--- src/rtl/mips_register_file.sv ---
// 32-entry MIPS general-purpose register file: two combinational read ports with
// write-first bypass, one clocked write-back port, and a raw-storage debug read port.
module mips_register_file #(
  parameter int DATA_WIDTH = 32,
  parameter int ADDR_WIDTH = 5
) (
  input  logic                  clk,
  input  logic                  rst,
  input  logic [ADDR_WIDTH-1:0] read_addr_a,
  input  logic [ADDR_WIDTH-1:0] read_addr_b,
  output logic [DATA_WIDTH-1:0] read_data_a,
  output logic [DATA_WIDTH-1:0] read_data_b,
  input  logic                  write_en,
  input  logic [ADDR_WIDTH-1:0] write_addr,
  input  logic [DATA_WIDTH-1:0] write_data,
  input  logic [ADDR_WIDTH-1:0] debug_addr,
  output logic [DATA_WIDTH-1:0] debug_data
);

  localparam int DEPTH = 2 ** ADDR_WIDTH;

  logic [DATA_WIDTH-1:0] r_regs [DEPTH];

  logic w_write_ok;
  logic w_bypass_a;
  logic w_bypass_b;

  // A write to r0 is architecturally meaningless, so it never qualifies as a write.
  assign w_write_ok = write_en && (write_addr != '0);
  assign w_bypass_a = w_write_ok && (write_addr == read_addr_a);
  assign w_bypass_b = w_write_ok && (write_addr == read_addr_b);

  always_ff @(posedge clk) begin
    if (rst) begin
      for (int i = 0; i < DEPTH; i++) begin
        r_regs[i] <= '0;
      end
    end else if (w_write_ok) begin
      r_regs[write_addr] <= write_data;
    end
  end

  // Reset dominates the read ports, then the r0 rule, then the same-cycle bypass.
  assign read_data_a = rst                  ? '0 :
                       (read_addr_a == '0)  ? '0 :
                       w_bypass_a           ? write_data :
                                              r_regs[read_addr_a];

  assign read_data_b = rst                  ? '0 :
                       (read_addr_b == '0)  ? '0 :
                       w_bypass_b           ? write_data :
                                              r_regs[read_addr_b];

  assign debug_data  = (debug_addr == '0) ? '0 : r_regs[debug_addr];

endmodule

--- config.mk ---
export PLATFORM = sky130hd
export DESIGN_NAME = mips_register_file
export DESIGN_NICKNAME = d
export VERILOG_FILES = /design/src/rtl/mips_register_file.sv
export SDC_FILE = /design/constraint.sdc
export NUM_CORES = 2
export LEC_CHECK = 0
export ABC_CLOCK_PERIOD_IN_PS = 7100
export CORE_MARGIN = 3
export CORE_UTILIZATION = 55
export DETAILED_ROUTE_END_ITERATION = 10
export DONT_BUFFER_PORTS = 1
export GPL_ROUTABILITY_DRIVEN = 0
export PLACE_DENSITY = 0.7
export SYNTH_ARGS = -nofsm -noshare
export SYNTH_HDL_FRONTEND = slang
export SYNTH_SLANG_ARGS = --single-unit
export TNS_END_PERCENT = 50
--- constraint.sdc ---
create_clock -name clk -period 7.1 [get_ports clk]
set_input_delay 1.42 -clock clk [delete_from_list [all_inputs] [get_ports clk]]
set_output_delay 1.42 -clock clk [all_outputs]
set_load 0.05 [all_outputs]
# After elaboration in Yosys (flattened, before gate mapping)
# Memory sizes are Yosys's and may differ from the RTL's.
# Cells that the tools add are included.
word_totals:
  regBits: 0
  mem_bits_rw: 1024
  in_bits: 55
  output_inout_bits: 96
  elab_cells: 26
  mem_count: 1
memory_table:
  columns: ["name", "words", "width", "read_ports", "rd_ports_with_merged_regs", "write_ports", "line", "source"]
  rows:
  - ["r_regs", 32, 32, 3, 0, 32, "22", "logic [DATA_WIDTH-1:0] r_regs [DEPTH];"]
op_classes:
  eq_ne: 2
  n_mux: 15
  n_reduce_logical: 8
ops:
  columns: ["operator", "count"]
  rows:
  - ["$mux W32", 8]
  - ["$reduce_or A32 Y1", 1]
  - ["$logic_not A5 Y1", 3]
  - ["$eq A5 B5 Y1", 2]
  - ["$mux W1", 6]
  - ["$mux W5", 1]
  - ["$reduce_bool A5 Y1", 1]
  - ["$logic_and A1 B1 Y1", 3]

# Logic depth before layout (Yosys ltp)
logic_depth:
  depth_word: 7
  ltp_mapped: 9
  ltp_nobuf: 5

# Least setup slack after synthesis
# Ideal clock, no wire load.
synth_timing:
  kind: "input port to output port"
  startpoint: "input debug_addr[3]"
  endpoint: "output debug_data[0]"
  arrival_time_ns: 3.775
  t_required_ns: 5.680
  setup_slack_ns: 1.905
  stages: 8
  path_buffers: 3
  path_cell_list: "buf_2 or3b_2 clkbuf_1 clkbuf_1 o221ai_1 a21o_1 a21oi_1 nor3_1"
synth_between:
  elab_chain_cells: 2
  word_cells_on_any_way: 3
  cone_classes: "mux (1); reduce/logical (1); memory (1)"
synth_lines:
  columns: ["item", "line", "source"]
  rows:
  - ["start, declared", "16", "input logic [ADDR_WIDTH-1:0] debug_addr,"]
  - ["$mem_v2 Z32 W32 / $logic_not A5 Y1 (equally long branches)", null, null]
  - ["$mux W32 *", "54", "assign debug_data = (debug_addr == '0) ? '0 : r_regs[debug_addr];"]
  - ["end, declared", "17", "output logic [DATA_WIDTH-1:0] debug_data"]
# Mark *: on every way between the ends. The rest lies on a longest branch, timed or not.

# Worst setup path after layout
layout_timing:
  startpoint: "input debug_addr[0]"
  endpoint: "output debug_data[26]"
# The elaborated chain is that of the path after synthesis.

==> results by group <==
Place
  – Post-detail-place hpwl: around 130 mm
  – Port-buffer cells: 0
  – Cell Area, Placed: 64200 um2

Power
  – Leak: 23.1 nW
  – Peak supply drop: between 0.2 and 0.25 mV
  – Pwr/cell area: 227 nW/um2
  – Total Power Consumption: 15.4 mW

Yosys
  – Top-count cell post-synth: edfxtp_1
  – Top_reg_cell synth: edfxtp_1
  – Asr flop ratio synth: 0
  – Avg Inst Size Synth: 14.4 um2
  – Synthesized flop and latch total: 1024
  – Post-synth EDFFs: about 1k
  – Synth Instances: 4390
  – Yosys cell types: 56
  – Top cell type's share of synthesized area: 0.486
  – Synth warn: 0
  – Post-synth top cells: edfxtp_1 (1024), and2_1 (1004), mux4_2 (697)
  – Synth top area cells: edfxtp_1 (49%), mux4_2 (25%), and2_1 (9.9%)
  – Post-synthesis sequential area ratio: 0.486
  – Mapped cell area: around 63000 um2
  – Cell taking the most area after synthesis: edfxtp_1

Clocking
  – Setup bufs post-CTS: 0
  – Root Buffer: clkbuf_16
  – CTS Hold Bufs: 0
  – TritonCTS clock tree: done
  – CTS Sinks: between 1k and 1.5k
  – Max Root-Sink Buffers: 3
  – # resized after CTS: 0
  – Clk slew on worst S/H paths: 70 ps
  – Num CTS Buffers: 112
  – Htree depth: 3

Worst hold path
  – WHS Path Cells: 0
  – Hold path start: rst
  – WHS Endpoint: r_regs[0][29]
  – Hold crit path type: primary input to flop

Timing
  – Worst Tran Pin Value: 1980 ps
  – Fin. Hold Viols: 0
  – Final slew viol count: 114
  – Final setup violation count: 0
  – Hold WS: 800 ps
  – Slew Limit Headroom: -0.321
  – Total Neg Setup Slack: 0 ps
  – Max Clock Freq: between 150 and 200 MHz
  – Tcrit/Tclk final: 0.864
  – RSZ-0062 raised after global routing: no
  – Min Tclk post-route: about 6000 ps

Floorplan
  – Core area: 113000 um2
  – Core Rows: 123
  – Top Ports: 151
  – Die ar.: 119000 um2
  – Initial Utilization: 0.558
  – Die X: 345 um
  – DIE HEIGHT: 345 um

Setup path
  – Worst Path Class, Setup: primary input to output port
  – Required time worst endpoint: around 5700 ps
  – Crit Path Max Fanout: 322
  – Worst setup SP type: primary input
  – Worst Path Arrival: 4720 ps
  – CP Capture Type: output port
  – Worst Setup SP: debug_addr[0]

Final layout
  – Area Overhead vs Synth: 7.34%
  – Max reg flops: 1024
  – Layout Nets: 4192
  – # fillers: 8413
  – Post-Route Utilization: 0.599
  – Layout cells sized above 1: 0.260
  – Largest register by flop count: r_regs
  – Largest regs: r_regs (1024)
  – Post-route cell area: ~70000 um2

Detailed routing
  – Via-to-Cell Ratio: 7.69
  – DRT Pass-1 Iters: 8
  – Drt wl/cell: between 40 and 50 um
  – Final ANT Viol Nets: 0
  – Vias: about 44k
  – Drc violations: 0
  – Total Wirelength: between 200 and 250 mm
  – Iteration-0 DRC count of the detailed router: 7452

Status
  – Failing checks: max-slew violations
  – Status: finished, violations left

Global routing
  – Vias in the first global route: about 43k
  – Largest net degree at the start of global routing: 323
  – Remaining Overflow, GRT: 0
  – First-pass GRT wire length: ~330 mm
  – GRT Overall Usage: 0.390
  – Initial antenna violation count: 18

Job
  – Max_cap viols: 0
-- stage by stage --
stage          setup slack [ps]  std cells
2_1_floorplan              1900       4421
3_3_place_gp               1330       5523
3_5_place_dp               1330       5523
4_1_cts                    1330       5734
5_1_grt                    1190       5734
6_report                    964       5753
-- worst max-delay path by stage --
stage	to	slack, ps	cells after the start
global placement	read_data_a[8]	1330	5
floorplan	debug_data[0]	1900	8
finish	debug_data[26]	960	4
CTS	read_data_a[8]	1330	5
global route	read_data_a[8]	1190	5
detailed placement	read_data_a[8]	1330	5
-- layout by cell type, fill, tap and decap left out, types with 63 or more instances in the layout --
cell          n
a211oi_1    131
a221o_1      63
a22oi_1     123
and2_1     1003
buf_4       104
clkbuf_16   113
edfxtp_1   1024
mux2i_1     191
mux4_2      697
nand2_1     123
nor2_1       88
-- power breakdown --
group | leakage, nW | switching, mW | internal, mW
clock | 1.81 | 2.54 | 3.45
combinational | 11.5 | 1.24 | 0.980
sequential | 9.75 | 0.237 | 7.00
-- critical path, cell delays in order --
cell and delay [ps]:
mux4_2 1150, a211oi_1 550, o21ai_0 220, and4_1 460
-- final cells by class --
class	count	area [um2]	area share
Clock inverter	76	773	0.0114
Antenna cell	19	47.5	0.000699
Sequential cell	1024	30700	0.452
Tap cell	1500	1880	0.0276
Inverter	7	27.5	0.000405
Clock buffer	135	2910	0.0428
Multi-Input combinational cell	2887	30800	0.453
Timing Repair Buffer	105	801	0.0118
-- per-layer routing --
layer  up-vias  share of wire  global-route usage
met5         -        0.00036                   0
met4        12          0.073               0.241
met3       975           0.16               0.151
met2      4099           0.44               0.572
met1     22300           0.32               0.490
li1      16900              -                   -
-- cells by family (layout without fill, tap and decap cells) --
family / after synthesis / after routing / synth area share
flip-flops: 1024 / 1024 / 0.486
multiplexers: 920 / 920 / 0.284
AO/OA/AOI/OAI: 520 / 520 / 0.0627
buffers and inverters: 510 / 323 / 0.0372
XOR/XNOR: 10 / 10 / 0.00138
other: 1 / 51 / 0.0000592
AND/OR/NAND/NOR: 1405 / 1405 / 0.129
Power figures use the tool's default switching activity.
